$ cat src/rtl/pzcorebus_csr_arbiter.sv
// Round-robin N:1 CSR command arbiter with in-order response routing back to requesters.
// Optional build macro PZCOREBUS_CSR_ARBITER_ID_CHECK_EN adds the sticky o_sid_mismatch checker.
module pzcorebus_csr_arbiter #(
    parameter int REQUESTERS  = 4,
    parameter int ID_WIDTH    = 8,
    parameter int ADDR_WIDTH  = 16,
    parameter int DATA_WIDTH  = 32,
    parameter int OUTSTANDING = 4
) (
    input  logic                             i_clk,
    input  logic                             i_rst,
    input  logic [REQUESTERS-1:0]            i_mcmd_valid,
    output logic [REQUESTERS-1:0]            o_scmd_accept,
    input  logic [2*REQUESTERS-1:0]          i_mcmd,
    input  logic [ID_WIDTH*REQUESTERS-1:0]   i_mid,
    input  logic [ADDR_WIDTH*REQUESTERS-1:0] i_maddr,
    input  logic [DATA_WIDTH*REQUESTERS-1:0] i_mdata,
    output logic [REQUESTERS-1:0]            o_sresp_valid,
    input  logic [REQUESTERS-1:0]            i_mresp_accept,
    output logic [ID_WIDTH-1:0]              o_sid,
    output logic                             o_serror,
    output logic [DATA_WIDTH-1:0]            o_sdata,
    output logic                             o_mcmd_valid,
    input  logic                             i_scmd_accept,
    output logic [1:0]                       o_mcmd,
    output logic [ID_WIDTH-1:0]              o_mid,
    output logic [ADDR_WIDTH-1:0]            o_maddr,
    output logic [DATA_WIDTH-1:0]            o_mdata,
    input  logic                             i_sresp_valid,
    output logic                             o_mresp_accept,
    input  logic [ID_WIDTH-1:0]              i_sid,
    input  logic                             i_serror,
    input  logic [DATA_WIDTH-1:0]            i_sdata
`ifdef PZCOREBUS_CSR_ARBITER_ID_CHECK_EN
    ,
    output logic                             o_sid_mismatch
`endif
);

    localparam int IDX_W = (REQUESTERS > 1) ? $clog2(REQUESTERS) : 1;
    localparam int PTR_W = $clog2(OUTSTANDING);
    localparam int CNT_W = PTR_W + 1;
    localparam logic [1:0] CMD_POSTED = 2'b01;

    logic [IDX_W-1:0]    rr_ptr_q, rr_ptr_d;
    logic                lock_q, lock_d;
    logic [IDX_W-1:0]    lock_idx_q, lock_idx_d;
    logic [IDX_W-1:0]    fifo_idx_q [OUTSTANDING];
    logic [IDX_W-1:0]    fifo_idx_d [OUTSTANDING];
    logic [ID_WIDTH-1:0] fifo_mid_q [OUTSTANDING];
    logic [ID_WIDTH-1:0] fifo_mid_d [OUTSTANDING];
    logic [PTR_W-1:0]    wr_ptr_q, wr_ptr_d;
    logic [PTR_W-1:0]    rd_ptr_q, rd_ptr_d;
    logic [CNT_W-1:0]    count_q, count_d;

    logic                  fifo_full;
    logic                  fifo_empty;
    logic [REQUESTERS-1:0] eligible;
    logic                  arb_found;
    logic [IDX_W-1:0]      arb_idx;
    logic [IDX_W:0]        cand_sum;
    logic [IDX_W-1:0]      cand;
    logic [IDX_W-1:0]      grant;
    logic [1:0]            grant_cmd;
    logic                  cmd_valid;
    logic                  cmd_fire;
    logic                  push;
    logic                  pop;
    logic [IDX_W-1:0]      head_idx;
    logic                  unused_sid;

    assign fifo_full  = (count_q == CNT_W'(OUTSTANDING));
    assign fifo_empty = (count_q == '0);
    assign head_idx   = fifo_idx_q[rd_ptr_q];
    assign unused_sid = ^i_sid;

    // Posted writes never occupy a tracking slot, so they stay eligible when the FIFO is full.
    always_comb begin
        eligible = '0;
        for (int k = 0; k < REQUESTERS; k++) begin
            eligible[k] = i_mcmd_valid[k] && ((i_mcmd[2*k +: 2] == CMD_POSTED) || !fifo_full);
        end
    end

    always_comb begin
        arb_found = 1'b0;
        arb_idx   = '0;
        cand_sum  = '0;
        cand      = '0;
        for (int i = 0; i < REQUESTERS; i++) begin
            cand_sum = {1'b0, rr_ptr_q} + (IDX_W+1)'(i);
            if (cand_sum >= (IDX_W+1)'(REQUESTERS)) begin
                cand_sum = cand_sum - (IDX_W+1)'(REQUESTERS);
            end
            cand = cand_sum[IDX_W-1:0];
            if (!arb_found && eligible[cand]) begin
                arb_found = 1'b1;
                arb_idx   = cand;
            end
        end
    end

    assign grant     = lock_q ? lock_idx_q : arb_idx;
    assign cmd_valid = !i_rst && (lock_q ? i_mcmd_valid[lock_idx_q] : arb_found);
    assign cmd_fire  = cmd_valid && i_scmd_accept;
    assign grant_cmd = i_mcmd[2*grant +: 2];
    assign push      = cmd_fire && (grant_cmd != CMD_POSTED);
    assign pop       = !i_rst && i_sresp_valid && !fifo_empty && i_mresp_accept[head_idx];

    assign o_mcmd_valid = cmd_valid;
    assign o_mcmd       = grant_cmd;
    assign o_mid        = ID_WIDTH'(grant);
    assign o_maddr      = i_maddr[ADDR_WIDTH*grant +: ADDR_WIDTH];
    assign o_mdata      = i_mdata[DATA_WIDTH*grant +: DATA_WIDTH];

    always_comb begin
        o_scmd_accept = '0;
        if (cmd_valid) begin
            o_scmd_accept[grant] = i_scmd_accept;
        end
    end

    // With nothing tracked, a downstream response is stray and is swallowed.
    always_comb begin
        o_sresp_valid = '0;
        if (!i_rst && !fifo_empty) begin
            o_sresp_valid[head_idx] = i_sresp_valid;
        end
    end

    assign o_mresp_accept = (i_rst || fifo_empty) ? 1'b1 : i_mresp_accept[head_idx];
    assign o_sid          = fifo_mid_q[rd_ptr_q];
    assign o_serror       = i_serror;
    assign o_sdata        = i_sdata;

    always_comb begin
        rr_ptr_d   = rr_ptr_q;
        lock_d     = lock_q;
        lock_idx_d = lock_idx_q;
        if (cmd_fire) begin
            rr_ptr_d = (grant == IDX_W'(REQUESTERS - 1)) ? '0 : grant + 1'b1;
            lock_d   = 1'b0;
        end else if (cmd_valid) begin
            lock_d     = 1'b1;
            lock_idx_d = grant;
        end
    end

    always_comb begin
        fifo_idx_d = fifo_idx_q;
        fifo_mid_d = fifo_mid_q;
        wr_ptr_d   = wr_ptr_q;
        rd_ptr_d   = rd_ptr_q;
        count_d    = count_q;
        if (push) begin
            fifo_idx_d[wr_ptr_q] = grant;
            fifo_mid_d[wr_ptr_q] = i_mid[ID_WIDTH*grant +: ID_WIDTH];
            wr_ptr_d             = wr_ptr_q + 1'b1;
        end
        if (pop) begin
            rd_ptr_d = rd_ptr_q + 1'b1;
        end
        if (push && !pop) begin
            count_d = count_q + 1'b1;
        end else if (pop && !push) begin
            count_d = count_q - 1'b1;
        end
    end

    always_ff @(posedge i_clk) begin
        if (i_rst) begin
            rr_ptr_q   <= '0;
            lock_q     <= 1'b0;
            lock_idx_q <= '0;
            wr_ptr_q   <= '0;
            rd_ptr_q   <= '0;
            count_q    <= '0;
        end else begin
            rr_ptr_q   <= rr_ptr_d;
            lock_q     <= lock_d;
            lock_idx_q <= lock_idx_d;
            wr_ptr_q   <= wr_ptr_d;
            rd_ptr_q   <= rd_ptr_d;
            count_q    <= count_d;
        end
    end

    always_ff @(posedge i_clk) begin
        fifo_idx_q <= fifo_idx_d;
        fifo_mid_q <= fifo_mid_d;
    end

`ifdef PZCOREBUS_CSR_ARBITER_ID_CHECK_EN
    logic sid_mismatch_q, sid_mismatch_d;

    always_comb begin
        sid_mismatch_d = sid_mismatch_q;
        if (pop && (i_sid[IDX_W-1:0] != head_idx)) begin
            sid_mismatch_d = 1'b1;
        end
        if (!i_rst && i_sresp_valid && fifo_empty) begin
            sid_mismatch_d = 1'b1;
        end
    end

    always_ff @(posedge i_clk) begin
        if (i_rst) begin
            sid_mismatch_q <= 1'b0;
        end else begin
            sid_mismatch_q <= sid_mismatch_d;
        end
    end

    assign o_sid_mismatch = sid_mismatch_q;
`endif

endmodule

$ cat config.mk
export PLATFORM = sky130hd
export DESIGN_NAME = pzcorebus_csr_arbiter
export DESIGN_NICKNAME = d
export VERILOG_FILES = /design/src/rtl/pzcorebus_csr_arbiter.sv
export SDC_FILE = /design/constraint.sdc
export NUM_CORES = 1
export LEC_CHECK = 0
export BUFFER_PORTS_ARGS = -buffer_cell sky130_fd_sc_hd__buf_4
export CAP_MARGIN = 15
export CORE_AREA = 3 3 153 155
export CTS_CLUSTER_DIAMETER = 50
export DETAILED_ROUTE_END_ITERATION = 16
export DIE_AREA = 0 0 156 158
export GPL_TIMING_DRIVEN = 0
export PLACE_DENSITY_LB_ADDON = 0.15
export RECOVER_POWER = 100
export SYNTH_ARGS = -nofsm -noshare
export SYNTH_HDL_FRONTEND = slang
export SYNTH_SLANG_ARGS = --single-unit
$ cat constraint.sdc
create_clock -name i_clk -period 3.1 [get_ports i_clk]
set_input_delay 0.31 -clock i_clk [delete_from_list [all_inputs] [get_ports i_clk]]
set_output_delay 0.31 -clock i_clk [all_outputs]
set_load 0.05 [all_outputs]
* After elaboration in Yosys (flattened, before gate mapping)
Index checks and enable logic that the tools add are counted. W data, S select, Z words.
Cells by class: shift-type cells 4, add/sub/neg operators 12, muxes and demuxes 48, order comparisons 16, multiply operators 0, bitwise logic cells 5, reductions and logical operators 36, div/mod/pow operators 0, equality and inequality tests 7
Operator list (number):
- $shiftx A128 B8 Y32 | 1
- $shiftx A64 B7 Y16 | 1
- $bwmux W32 | 1
- $shiftx A32 B6 Y8 | 1
- $mux W2 | 13
- $mux W8 | 3
- $lt A2 B3 Y1 const B | 7
- $logic_and A1 B1 Y1 | 19
- $bmux W8 S2 | 1
- $demux W8 S2 | 1
- $ge A3 B3 Y1 const B | 5
- $mux W1 | 14
- $bmux W1 S2 | 6
- $and A4 B4 Y4 | 2
- $bwmux W8 | 1
- $eq A2 B1 Y1 const B | 4
- $logic_not A1 Y1 | 8
- $mux W4 | 2
- $shiftx A8 B4 Y2 | 1
- $sub A2 B1 Y2 const B | 4
- $add A2 B1 Y2 const B | 3
- $add A2 B2 Y3 const B | 2
- $mux W3 | 2
- $not A2 Y3 | 2
- other kinds (18) | 24
Word-level totals: word-level logic and storage cells 142, memory bits (read-only) 0, memories kept 0, latch bits 0, memory bits (writable) 0, bits of input ports 285, flip-flop bits (word level) 52, output and inout bits 109

* Logic depth before layout (Yosys ltp)
depth after elaboration 24, gate-level depth with buffers 16, mapped depth without buffers 14

* Least setup slack after synthesis
OpenSTA, ideal clock, no wires.
path kind register -> register, start point register count_q[0], end point register count_q[2], library setup time 71 ps, stages on the path, launching flop included 17, path buffers 2, slack -836 ps, arrival time 3864 ps, period minus slack after synthesis 3936 ps, required time 3029 ps, cells stage by stage dfxtp_1 -> or3b_1 -> buf_2 -> o21ai_1 -> a21boi_1 -> o41a_1 -> buf_6 -> inv_6 -> mux2i_1 -> mux2i_2 -> o21a_4 -> ha_1 -> inv_1 -> fa_1 -> xor2_1 -> or3_1 -> a21oi_1
On the way: longest elaborated chain between the ends 23, elaborated cells on any way between the ends 52, classes of those cells add/sub: 2; eq/ne: 2; shift: 1; mux: 20; reduce/logical: 27
RTL lines:
- start: declaration | RTL line 54 | logic [CNT_W-1:0] count_q, count_d;
- start signal: assignment | RTL line 184 | count_q <= count_d;
- $eq A3 B3 Y1 (*) | RTL line 72 | assign fifo_full = (count_q == CNT_W'(OUTSTANDING));
- $logic_not A1 Y1 (*) | RTL line 81 | eligible[k] = i_mcmd_valid[k] && ((i_mcmd[2*k +: 2] == CMD_POSTED) || !fifo_full);
- $logic_or A1 B1 Y1 | RTL line 81
- $logic_and A1 B1 Y1 | RTL line 81
- $bmux W1 S2 | RTL line 96 | if (!arb_found && eligible[cand]) begin
- $mux W1 (not written as such) | RTL line 96
- $mux W1 | RTL line 96
- $logic_not A1 Y1 | RTL line 96
- [... 9 more ...]
- net o_mid[0] | RTL line 26 | output logic [ID_WIDTH-1:0] o_mid,
- $shiftx A8 B4 Y2 (*) | RTL line 106 | assign grant_cmd = i_mcmd[2*grant +: 2];
- net o_mcmd[1] | RTL line 25 | output logic [1:0] o_mcmd,
- $ne A2 B1 Y1 (*) | RTL line 107 | assign push = cmd_fire && (grant_cmd != CMD_POSTED);
- $logic_and A1 B1 Y1 (*) | RTL line 107
- net push | RTL line 67 | logic push;
- $logic_not A1 Y1 | RTL line 165 | end else if (pop && !push) begin
- $logic_and A1 B1 Y1 | RTL line 165
- $reduce_bool A2 Y1 (no source line)
Mark *: on every way through the listed nets, which the timed path passes. The rest lies on a longest branch. The select of a mux whose other input is x is not followed. A chain may end at the register's enable or synchronous reset.

* Worst setup path after layout
start point register count_q[0], end point register count_q[2]
On the way: longest elaborated chain between the ends 23, elaborated cells on any way between the ends 52, classes of those cells add/sub: 2; eq/ne: 2; shift: 1; mux: 20; reduce/logical: 27
RTL lines (RTL line):
- $eq A3 B3 Y1 (*) | 72
- $logic_not A1 Y1 (*) | 81
- $logic_or A1 B1 Y1 | 81
- $logic_and A1 B1 Y1 | 81
- $bmux W1 S2 | 96
- $mux W1 (not written as such) | 96
- $mux W1 | 96
- $logic_not A1 Y1 | 96
- [... 8 more ...]
- $mux W2 or $mux W1 (tied branches) | 103, 104
- $shiftx A8 B4 Y2 or $logic_and A1 B1 Y1 (tied branches) | 106, 104
- $ne A2 B1 Y1 or $logic_and A1 B1 Y1 (tied branches) | 107, 105
- $logic_and A1 B1 Y1 (*) | 107
- net push | 67
- $logic_not A1 Y1 | 165
- $logic_and A1 B1 Y1 | 165
- $reduce_bool A2 Y1 (no source line)
Marked as above.

==> impl_metrics.tcl <==
set metrics [dict create \
    hold_viol_final 0 \
    synth_seq_cells 52 \
    leakage_nw 3.75 \
    core_area_sq_mm 0.0220 \
    synthCells 537 \
    nNetsFinal 1206 \
    synth_warnings 0 \
    final_cells 1192 \
    min_period_over_period_pct 107 \
    cts_buffer_depth 2 \
    antennaDiodeCount 0 \
    whs_ps 330 \
    io_buffers 346 \
    reg2reg_depth 14 \
    fmax_mhz 302 \
    setup_viol 53 \
    slew_headroom_pct 52.0 \
    violations "setup timing" \
    ys.flop_type "edfxtp_1" \
    tightest_slew_ps 723 \
    start_util_pct 21.2 \
    slew_violations 0 \
    fin_crit_ps 3320 \
    finClkSkew_ps 5.93 \
    rows 54 \
    overflow 0 \
    synth.distinct_cells 57 \
    rsz0062_at_grt "true" \
    wirelength_microns 23300 \
    cts.sinks 52 \
    drv_cap 0 \
    grt_max_degree 19 \
    crit_type "register to register" \
    crit_path_cell_trace "or3b_4 > o211a_1 > mux2i_4 > o221ai_4 > nand2_4 > buf_12 > mux2i_4 > o21a_4 > ha_4 > inv_2 > fa_2 > xor2_1 > or3_1 > a21oi_1" \
    required_ps 3320 \
    pwr_density_cell_mw_per_mm2 545 \
    cts.reportedPaths.clkPinSlew_ps 70 \
    track_usage_pct 17.5 \
    drtAntennaViolNets 0 \
    synth_edf_count 40 \
    h-tree-depth 2 \
    drtIter0Drc 335 \
    die_area_sq_mm 0.0246 \
    clk_latency_ps 290 \
    cts_tree "yes" \
    dp_hpwl_microns 19500 \
    antenna_found_initial 0 \
    whs_path_depth 3 \
    hold_class "input port to register" \
    outcome "finished with violations" \
    place.gp.congestion 0.891 \
    dieWidth_microns 156 \
    crit_fanout 7 \
    grt_pass1_vias 5442 \
    drc 0 \
    startpoint_type "register" \
    io_pins 394 \
    setup_slack_ps -216 \
    crit_path_top_delay_cell "or3b_4" \
    synth_seq_area_share_pct 31.0 \
    crit_top_cell "mux2i_4" \
    grt_pass1_wl_microns 32700 \
    place_inst 1168 \
    root_buffer "clkbuf_16" \
    die-height_microns 158 \
    synth_area_per_cell_sq_um 8.65 \
    drive_gt1_share_pct 61.5 \
    areaGrowthSynthToFinish_pct 84.2 \
    vias_per_cell 4.43 \
    worst_setup_path_end_kind "register" \
    slowest_delay_ps 470 \
    dr.pass1.iters 4 \
    postSynth.asyncResetShare_pct 0 \
    ir_worst_vdd_mv 0.217 \
    wl_per_cell_microns 19.6 \
    syn_area_sq_mm 0.00465 \
    worstPathArrival_ps 3530 \
    ctsHoldBuffers 0 \
    vias 5278 \
    cts_made_buffers 5 \
    finalPower_w 0.00467 \
]
[per-stage QoR]
stage / cell area (sq um) / worst slack [ps] / util [%] / TNS (ps)
2_1_floorplan: 4980 / -447 / - / -896
5_1_grt: 8560 / -347 / 39.0 / -14140
3_5_place_dp: 7930 / -826 / 36.1 / -42130
3_3_place_gp: 7930 / -852 / 36.1 / -42760
4_1_cts: 8390 / -295 / 38.2 / -15740
6_report: 8560 / -216 / 39.0 / -5590
[area by class of cell]
type	instances	area, sq um
timing repair buffer	365	2790
multi-input combinational	406	3190
inverter	9	46.3
sequential	52	1450
buffer	72	587
clock buffer	5	125
clock inverter	3	25.0
fill	2293	13400
tap	280	350
[cell usage after synthesis (2+ instances only)]
master    count  area, sq um
a21oi_1       2         10.0
buf_2        14         70.1
nand2_1     119          447
clkbuf_1     16         60.1
nand2b_1      6         37.5
inv_1         8         30.0
o21ai_1       2         10.0
mux2_1       10          113
xor2_1        2         17.5
dfxtp_1      12          240
o211ai_1      2         15.0
xnor2_1       2         17.5
nor2b_1       4         25.0
nand3b_1      2         15.0
edfxtp_1     40         1200
a31oi_1      57          357
buf_4        41          308
nor3_1        2         10.0
a21boi_1      2         15.0
nor2_1       73          274
mux2_2       46          518
mux2i_1       8         80.1
ha_1          9          113
mux4_2       12          270
and2_1        6         37.5
and3_1        5         31.3
o21ai_0       3         15.0
buf_6         3         33.8
[metal layers]
layer / track usage [%] / vias up / wire length [microns]
met4: 4.29 / 0 / 455
li1: - / 2603 / -
met5: 0 / - / 0
met1: 21.6 / 2456 / 9200
met2: 31.1 / 197 / 12200
met3: 3.80 / 22 / 1480
[layout by cell type (no fill, tap or decap), types with 3 or more instances in the layout]
master	count
buf_4	339
nand2_1	119
nor2_1	54
a31oi_2	44
mux2_2	42
buf_6	41
edfxtp_1	40
clkbuf_1	35
nor2_2	18
mux4_2	12
a31oi_1	11
mux2_1	10
dfxtp_1	9
clkbuf_2	8
ha_1	8
clkbuf_16	7
nand2b_1	6
inv_1	6
conb_1	6
and3_1	5
mux2i_1	5
nor2b_1	4
buf_12	4
mux2_4	4
and2_4	4
o21ai_0	3
buf_2	3
[worst paths after layout]
path | from | end | slack [ps]
worst max-delay path | count_q[0]$_SDFFE_PP0P_ | count_q[2]$_SDFFE_PP0P_ | -220
worst min-delay path | i_rst | wr_ptr_q[0]$_SDFFE_PP0P_ | 330
worst max register to register | count_q[0]$_SDFFE_PP0P_ | count_q[2]$_SDFFE_PP0P_ | -220
worst min register to register | count_q[2]$_SDFFE_PP0P_ | count_q[2]$_SDFFE_PP0P_ | 510
[state kept, by name, indices dropped and copies added (netlist names)]
register,flops
fifo_idx_q,8
fifo_mid_q,32
lock_idx_q,2
lock_q,1
rd_ptr_q,2
rr_ptr_q,2
count_q,3
wr_ptr_q,2
[report_power, final]
group          internal (W)  switching (W)  total [W]
Sequential         0.000836      0.0000306   0.000867
Combinational       0.00127        0.00197    0.00324
Clock              0.000305       0.000254   0.000559
[worst max-delay path, delay by kind of cell, from the launching register on]
kind                     cells  cell delay, ps
AO/OA/AOI/OAI                4             700
flip-flops                   1             360
adder cells (fa/ha/maj)      2             450
multiplexers                 2             470
AND/OR/NAND/NOR              3             940
XOR/XNOR                     1             150
buffers and inverters        2             170
[repair_timing]
action                                 in CTS  in global routing
setup endpoints to repair                 130                120
resized for setup                          66                 77
pin swaps                                   8                  7
cloned                                      0                  1
setup buffers                              11                  7
endpoints found under the hold margin       0                  0
[cells by family (layout without fill, tap and decap cells)]
kind of cell / Yosys count / count (layout) / share of synthesized area (%)
multiplexers: 77 / 77 / 21.4
buffers and inverters: 84 / 454 / 11.1
adder cells (fa/ha/maj): 10 / 10 / 2.85
other: 1 / 6 / 0.0807
AO/OA/AOI/OAI: 84 / 84 / 12.5
flip-flops: 52 / 52 / 31.0
AND/OR/NAND/NOR: 225 / 225 / 20.3
XOR/XNOR: 4 / 4 / 0.754
No activity file was read; power rests on OpenSTA's default activity.
